[src/rtl/seven_seg_dual_mux.sv]
// seven_seg_dual_mux: two-digit common-anode 7-segment refresh driver.
//
// Sequence: L_ON -> L_DEAD -> R_ON -> R_DEAD -> L_ON. Each *_ON state lasts
// REFRESH_CYCLES clocks and each *_DEAD state lasts DEAD_CYCLES clocks, with
// both anodes off. Both input digits are captured together on entry to L_ON,
// so a frame always shows one consistent pair. All outputs are registered and
// change only on state transitions.
//
// Optional build macro: DISP_LEADING_BLANK_EN
//   When it is defined, a captured left digit of 0 keeps the left position
//   dark during L_ON. Timing and frame_tick are unchanged.
module seven_seg_dual_mux #(
  parameter int REFRESH_CYCLES = 24000,
  parameter int DEAD_CYCLES    = 64,
  parameter int CNT_W          = 16
) (
  input  logic       clk,
  input  logic       reset,       // asynchronous, active-low
  input  logic [3:0] left,
  input  logic [3:0] right,
  output logic [6:0] seg,         // active-low, {g,f,e,d,c,b,a}
  output logic [1:0] an,          // active-low, an[1]=left, an[0]=right
  output logic       frame_tick
);

  typedef enum logic [1:0] {
    L_ON   = 2'd0,
    L_DEAD = 2'd1,
    R_ON   = 2'd2,
    R_DEAD = 2'd3
  } state_e;

  localparam logic [CNT_W-1:0] REF_LAST  = CNT_W'(REFRESH_CYCLES - 1);
  localparam logic [CNT_W-1:0] DEAD_LAST = CNT_W'(DEAD_CYCLES - 1);
  localparam logic [6:0]       SEG_BLANK = 7'h7F;
  localparam logic [1:0]       AN_OFF    = 2'b11;
  localparam logic [1:0]       AN_LEFT   = 2'b01;
  localparam logic [1:0]       AN_RIGHT  = 2'b10;

  state_e           state_q;
  logic [CNT_W-1:0] cnt_q;
  logic [3:0]       sh_l_q;
  logic [3:0]       sh_r_q;
  logic [6:0]       seg_q;
  logic [1:0]       an_q;
  logic             tick_q;

  logic             cnt_last_d;
  logic             left_dark_d;

  // Active-low hex to 7-segment decode, bit order {g,f,e,d,c,b,a}.
  function automatic logic [6:0] dec(input logic [3:0] d);
    case (d)
      4'h0: dec = 7'b1000000;
      4'h1: dec = 7'b1111001;
      4'h2: dec = 7'b0100100;
      4'h3: dec = 7'b0110000;
      4'h4: dec = 7'b0011001;
      4'h5: dec = 7'b0010010;
      4'h6: dec = 7'b0000010;
      4'h7: dec = 7'b1111000;
      4'h8: dec = 7'b0000000;
      4'h9: dec = 7'b0010000;
      4'hA: dec = 7'b0001000;
      4'hB: dec = 7'b0000011;
      4'hC: dec = 7'b1000110;
      4'hD: dec = 7'b0100001;
      4'hE: dec = 7'b0000110;
      default: dec = 7'b0001110;
    endcase
  endfunction

  // Last cycle of the current state: the limit depends on lit vs. dead phase.
  always_comb begin
    cnt_last_d = 1'b0;
    if (state_q == L_ON || state_q == R_ON) cnt_last_d = (cnt_q == REF_LAST);
    else                                    cnt_last_d = (cnt_q == DEAD_LAST);
  end

`ifdef DISP_LEADING_BLANK_EN
  // The digit being captured this edge is the raw input, so test it directly.
  assign left_dark_d = (left == 4'h0);
`else
  assign left_dark_d = 1'b0;
`endif

  // Phase counter, sequencing, frame capture and registered display outputs.
  // NOTE: all state here uses non-blocking assignments so every register sees
  // the pre-edge values of the others, whatever the statement order.
  always_ff @(posedge clk or negedge reset) begin
    if (!reset) begin
      state_q <= R_DEAD;
      cnt_q   <= '0;
      sh_l_q  <= 4'h0;
      sh_r_q  <= 4'h0;
      seg_q   <= SEG_BLANK;
      an_q    <= AN_OFF;
      tick_q  <= 1'b0;
    end else begin
      tick_q <= 1'b0;
      if (!cnt_last_d) begin
        cnt_q <= cnt_q + CNT_W'(1);
      end else begin
        cnt_q <= '0;
        case (state_q)
          R_DEAD: begin
            state_q <= L_ON;
            sh_l_q  <= left;
            sh_r_q  <= right;
            tick_q  <= 1'b1;
            if (left_dark_d) begin
              an_q  <= AN_OFF;
              seg_q <= SEG_BLANK;
            end else begin
              an_q  <= AN_LEFT;
              seg_q <= dec(left);
            end
          end
          L_ON: begin
            state_q <= L_DEAD;
            an_q    <= AN_OFF;
            seg_q   <= SEG_BLANK;
          end
          L_DEAD: begin
            state_q <= R_ON;
            an_q    <= AN_RIGHT;
            seg_q   <= dec(sh_r_q);
          end
          R_ON: begin
            state_q <= R_DEAD;
            an_q    <= AN_OFF;
            seg_q   <= SEG_BLANK;
          end
          default: begin
            state_q <= R_DEAD;
            an_q    <= AN_OFF;
            seg_q   <= SEG_BLANK;
          end
        endcase
      end
    end
  end

  assign seg        = seg_q;
  assign an         = an_q;
  assign frame_tick = tick_q;

endmodule

[config.mk]
export PLATFORM = sky130hd
export DESIGN_NAME = seven_seg_dual_mux
export DESIGN_NICKNAME = d
export VERILOG_FILES = /design/src/rtl/seven_seg_dual_mux.sv
export SDC_FILE = /design/constraint.sdc
export NUM_CORES = 1
export LEC_CHECK = 0
export ABC_AREA = 1
export CAP_MARGIN = 20
export CORE_ASPECT_RATIO = 1.4
export CORE_UTILIZATION = 53
export CTS_CLUSTER_SIZE = 10
export DETAILED_ROUTE_END_ITERATION = 8
export GPL_ROUTABILITY_DRIVEN = 0
export PLACE_DENSITY = 0.77
export SLEW_MARGIN = 30
export SYNTH_ARGS = -nofsm -noshare
export SYNTH_HDL_FRONTEND = slang
export SYNTH_SLANG_ARGS = --single-unit
[constraint.sdc]
create_clock -name clk -period 1.5 [get_ports clk]
set_clock_uncertainty 0.15 [all_clocks]
set_input_delay 0.225 -clock clk [delete_from_list [all_inputs] [get_ports clk]]
set_output_delay 0.225 -clock clk [all_outputs]
set_load 0.01 [all_outputs]
== After elaboration in Yosys (flattened, before gate mapping) ==
Memories as Yosys holds them, arrays and structs flattened.
Cells that the tools add are included.

* Add/subtract/negate cells: 1
* $mul: 0
* Div/mod/pow operators: 0
* $lt $le $gt $ge: 0
* Equality and inequality tests: 5
* Shifts and indexed selects: 0
* Multiplexer cells: 7
* Bitwise operators: 0
* Reductions and logical operators: 4

{| class="wikitable"
|+ Operators by type and width
! cell !! number
|-
| 7-bit case mux with 3 select lines || 1
|-
| 16-bit by 1-bit adder with 16-bit output (second input constant) || 1
|-
| 16-bit by 15-bit equality test with 1-bit output (second input constant) || 1
|-
| 16-bit by 6-bit equality test with 1-bit output (second input constant) || 1
|-
| 16-bit two-way mux || 1
|-
| 2-bit case mux with 4 select lines || 1
|-
| 2-bit case mux with 3 select lines || 1
|-
| 2-bit equality test (second input constant) || 2
|-
| 1-bit two-way mux || 3
|-
| 2-bit by 1-bit equality test with 1-bit output (second input constant) || 1
|-
| 2-bit zero test || 1
|-
| 2-bit AND reduction || 1
|-
| 2-bit OR reduction || 1
|-
| 1-bit logical OR || 1
|}

* Flip-flop bits (word level): 32
* Latch bits: 0
* Bits in writable memories: 0
* ROM bits: 224
* Memories: 2

{| class="wikitable"
|+ Memory list
! memory !! depth !! bits a word !! rd ports !! clocked after Yosys merged registers in !! write ports !! RTL line !! text
|-
| (no name shown) || 16 || 7 || 1 || 0 || 0 || 53 || <nowiki>case (d)</nowiki>
|-
| (no name shown) || 16 || 7 || 1 || 0 || 0 || 53 ||
|}

== Logic depth before layout (Yosys ltp) ==
* Word-level depth: 4
* Gate-level depth with buffers: 11
* Depth with buffers taken out: 11

== Worst setup path before layout ==
No wires, ideal clock.

* Path type: reg2reg
* Start: reg state_q[0]
* End: reg seg_q[6], in the netlist seg[6]
* Library setup time: 0.061 ns
* Arrival time: 1.449 ns
* Path slack: -0.159 ns
* Stages on the path, launching flop included: 9
* Path buffers: 1
* Period minus slack after synthesis: 1.659 ns
* Cells stage by stage: dfstp_2 -> ha_1 -> clkbuf_1 -> inv_1 -> a21oi_1 -> o21ai_0 -> nand2_1 -> nand2_1 -> nand2_1

* Longest elaborated chain between the ends: 3
* Elaborated cells between the ends (all ways): 8
* Classes of those cells: eq/ne (3); mux (2); reduce/logical (3)

{| class="wikitable"
|+ RTL lines
! item !! RTL line !! text
|-
| start, declared || 40 || <nowiki>state_e state_q;</nowiki>
|-
| start signal, assigned || 92 || <nowiki>state_q <= R_DEAD;</nowiki>
|-
| start signal, assigned || 107 || <nowiki>state_q <= L_ON;</nowiki>
|-
| start signal, assigned || 120 || <nowiki>state_q <= L_DEAD;</nowiki>
|-
| 2-bit equality test or 2-bit zero test (tied branches) || 76, 105 ||
|-
| 2-bit OR reduction (no source line) or 1-bit logical OR (tied branches) || n/a ||
|-
| 7-bit case mux with 3 select lines or 1-bit two-way mux (tied branches) || 105, 76 ||
|-
| end signal, assigned || 116 || <nowiki>seg_q <= dec(left);</nowiki>
|-
| end signal, assigned || 127 || <nowiki>seg_q <= dec(sh_r_q);</nowiki>
|-
| end, declared || 44 || <nowiki>logic [6:0] seg_q;</nowiki>
|}

Several ways; a longest one is shown, not always the timed one.
A chain may end at the register's enable or synchronous reset.

== Final worst setup path ==
* Start: reg state_q[0]
* End: reg an_q[1], in the netlist an[1]

* Longest elaborated chain between the ends: 3
* Elaborated cells between the ends (all ways): 8
* Classes of those cells: eq/ne (3); mux (2); reduce/logical (3)

{| class="wikitable"
|+ RTL lines
! item !! RTL line !! text
|-
| 2-bit equality test or 2-bit zero test (tied branches) || 76, 105 ||
|-
| 2-bit OR reduction (no source line) or 1-bit logical OR (tied branches) || n/a ||
|-
| 2-bit case mux with 3 select lines or 1-bit two-way mux (tied branches) || 105, 76 ||
|-
| end signal, assigned || 112 || <nowiki>an_q <= AN_OFF;</nowiki>
|-
| end signal, assigned || 115 || <nowiki>an_q <= AN_LEFT;</nowiki>
|-
| end signal, assigned || 121 || <nowiki>an_q <= AN_OFF;</nowiki>
|-
| end, declared || 45 || <nowiki>logic [1:0] an_q;</nowiki>
|}

Several ways; a longest one is shown, not always the timed one.

==> reports/qor.txt <==
Status = complete, but fails checks
Failing checks = negative setup slack
Final nets = 434
Syn-to-layout area delta = 34.66%
Fillers = 331
Synth area leader = dfrtp_1
WP data arrival = 1.77 ns
HPWL Detailed = 4.177 mm
Post-DRT Antenna Nets = 0
I/O Buffers = 19
RSZ-0062 raised after global routing = true
Total CTS buffers = 5
DP Cell Count = 453
Routed via count = 2349
# setup viols final = 28
Final non-filler cell total = 464
Area contributors post-synth = dfrtp_1 22%, nand2_1 17%, dfstp_2 12%
Syn Nets = 372
Die area = 4785 um2
Layout cells sized above 1 = 0.2871
Largest net degree at the start of global routing = 33
Crit start category = register
FF+latch count, synth = 32
Minimum clock period after layout = 1.706 ns
Diode count = 0
H-Tree Depth = 2
Peak VDD IR = 0.0003880 V
Total iterations of the first detailed-routing run = 4
Measured slew at the worst slew-check pin = 0.3130 ns
I/O pin count = 20
Total congestion overflow = 0
Initial core utilization = 0.5591
CTS sink cnt = 32
First-pass GRT wire length = 9.825 mm
Relative slew slack = 0.7914
FMAX = 586.2 MHz
CP required = 1.57 ns
Post-Synth Adder-Cell Area = 0.1099
XOR/XNOR Fraction of Synth Area = 0.02565
Ys flop type = dfrtp_1
Synth Area per Inst = 7.008 um2
Via density = 5.063
Synth cell count leaders = 110 x nand2_1, 41 x nor2_1, 37 x inv_1, 24 x nand3_1
Share of the synthesized area in the top cell type = 0.2199
Die height = 81.45 um
Reg clk slew, reported paths = 0.07 ns
Die X = 58.75 um
Worst Path Max Fanout = 7
Power per standard cell area = 556.2 nW/um2
Yosys warnings = 0
Worst hold path class = input port to async pin
Post-Syn Area = 2390 um2
Most common cell in the netlist = nand2_1
DRC violation count after routing = 0
Hold buffers post-CTS = 0
Syn Inst Count = 341
Max-cap violations = 0
Initial antenna violation count = 0
Final WS setup = -0.2059 ns
Core ar. = 4274 um2
All-Layer GR Usage = 0.2687
Drt total wl = 5.843 mm
Hold slack = 0.1489 ns
Distinct cells, synth = 29
Leakage power = 1.545 nW
Initial DRC count = 103
Vias in the first global route = 2247
Kind of critical path = register to register
Mux cell area share after synthesis = 0
Synth Area in Compound Gates = 0.08377
Final Hold Vio Count = 0
Clk root buf = clkbuf_8
Final worst-path cycle share = 1.137
Simple-gate area share of the yosys netlist = 0.3508
Clock Latency Late Sink = 0.29 ns
Drt wl/cell = 12.59 um
EDFF count, synth = 0
Sequential area share after synthesis = 0.3408
Slew Viols, Final = 0
Ys async rst share = 1.000
Row count = 28
Main combinational cell family by area after synthesis = simple AND/OR/NAND/NOR gates
Maximum clock path buffer count = 2
CTS tree = built
Setup crit end kind = register
==> final cells by class <==
cell class	count	area, um2	area share
Clock buffer	6	72.57	0.02255
Clock inverter	2	35.03	0.01089
Inverter	40	152.6	0.04743
Multi-Input combinational cell	261	1511	0.4697
Sequential cell	32	818.3	0.2543
Tap cell	60	75.07	0.02333
Timing Repair Buffer	63	553.0	0.1719
==> logic make-up (layout without fill, tap and decap cells) <==
logic type / count (synthesis) / after routing
adder cells (fa/ha/maj): 21 / 21
buffers and inverters: 49 / 111
AND/OR/NAND/NOR: 197 / 198
XOR/XNOR: 7 / 7
AO/OA/AOI/OAI: 35 / 35
flip-flops: 32 / 32
==> repair_timing <==
action / in CTS / in global routing
setup buffers: 0 / 2
resized for setup: 28 / 26
pin swaps: 11 / 4
gates cloned: 1 / 0
endpoints found under the setup margin: 38 / 31
==> power breakdown <==
group | internal (mW) | switching [mW]
Clock | 0.493 | 0.329
Combinational | 0.0495 | 0.0542
Sequential | 0.864 | 0
==> sequential cells by signal, summed over array words and instances (netlist names) <==
name        cells
cnt_q          16
seg             7
sh_r_q          4
an              2
state_q         2
frame_tick      1
==> stage by stage <==
stage / power, mW / utilization / setup slack [ns] / TNS [ns] / instance area, um2
global route: 1.851 / 0.7529 / -0.3125 / -6.779 / 3218
detailed placement: 0.9845 / 0.6941 / -0.2591 / -4.483 / 2967
floorplan: 0.9157 / - / -0.09464 / -1.407 / 2412
finish: 1.790 / 0.7529 / -0.2059 / -4.307 / 3218
CTS: 1.800 / 0.7336 / -0.2124 / -5.010 / 3136
global placement: 0.9819 / 0.6941 / -0.2360 / -3.945 / 2967
==> cell usage in the layout, fill, tap and decap left out, types with 2 or more instances in the layout <==
cell type	instances
nand2_2	4
nor3_2	2
nor2_4	6
a21oi_2	3
nand3_2	7
o21ai_0	17
inv_2	7
dfrtp_2	3
dfstp_2	11
buf_12	3
nand2_1	105
ha_2	3
clkdlybuf4s50_1	9
xor2_1	6
dfrtp_1	18
a21oi_1	4
nand3_1	17
dlygate4sd2_1	10
nor3_1	2
buf_4	39
clkbuf_8	5
ha_1	18
nand4_1	6
nor2_1	35
nand2_4	5
o211ai_1	3
buf_6	2
nor2_2	6
o21ai_2	5
inv_1	32
==> critical path, cell delays in order, from the launching register on <==
cell     delay (ns)
dfstp_2        0.60
inv_4          0.08
nand2_4        0.07
nand4_1        0.14
nor2_4         0.26
nand2_2        0.19
o21ai_2        0.15
==> path summary, 6_finish.rpt <==
kind,from,to,slack [ns],cells after the start
worst min register to register,seg[5]$_DFFE_PN1N_,seg[5]$_DFFE_PN1N_,0.32,2
worst max-delay path,state_q[0]$_DFFE_PN1N_,an[1]$_DFFE_PN1N_,-0.21,6
worst min-delay path,reset,cnt_q[9]$_DFF_PN0_,0.15,2
max in group asynchronous,reset,seg[1]$_DFFE_PN1N_,0.81,2
worst max register to register,state_q[0]$_DFFE_PN1N_,an[1]$_DFFE_PN1N_,-0.21,6
min in group clk,seg[5]$_DFFE_PN1N_,seg[5]$_DFFE_PN1N_,0.32,2
==> metal layers <==
| layer | GRT usage | vias to the layer above | routed length (um) |
|---|---|---|---|
| li1 | - | 1196 | - |
| met1 | 0.2992 | 1090 | 2398 |
| met2 | 0.4966 | 48 | 3153 |
| met3 | 0.02835 | 15 | 123 |
| met4 | 0.1357 | 0 | 167 |
| met5 | 0 | - | 0 |
Note: power is estimated with default switching activity, not from simulation.
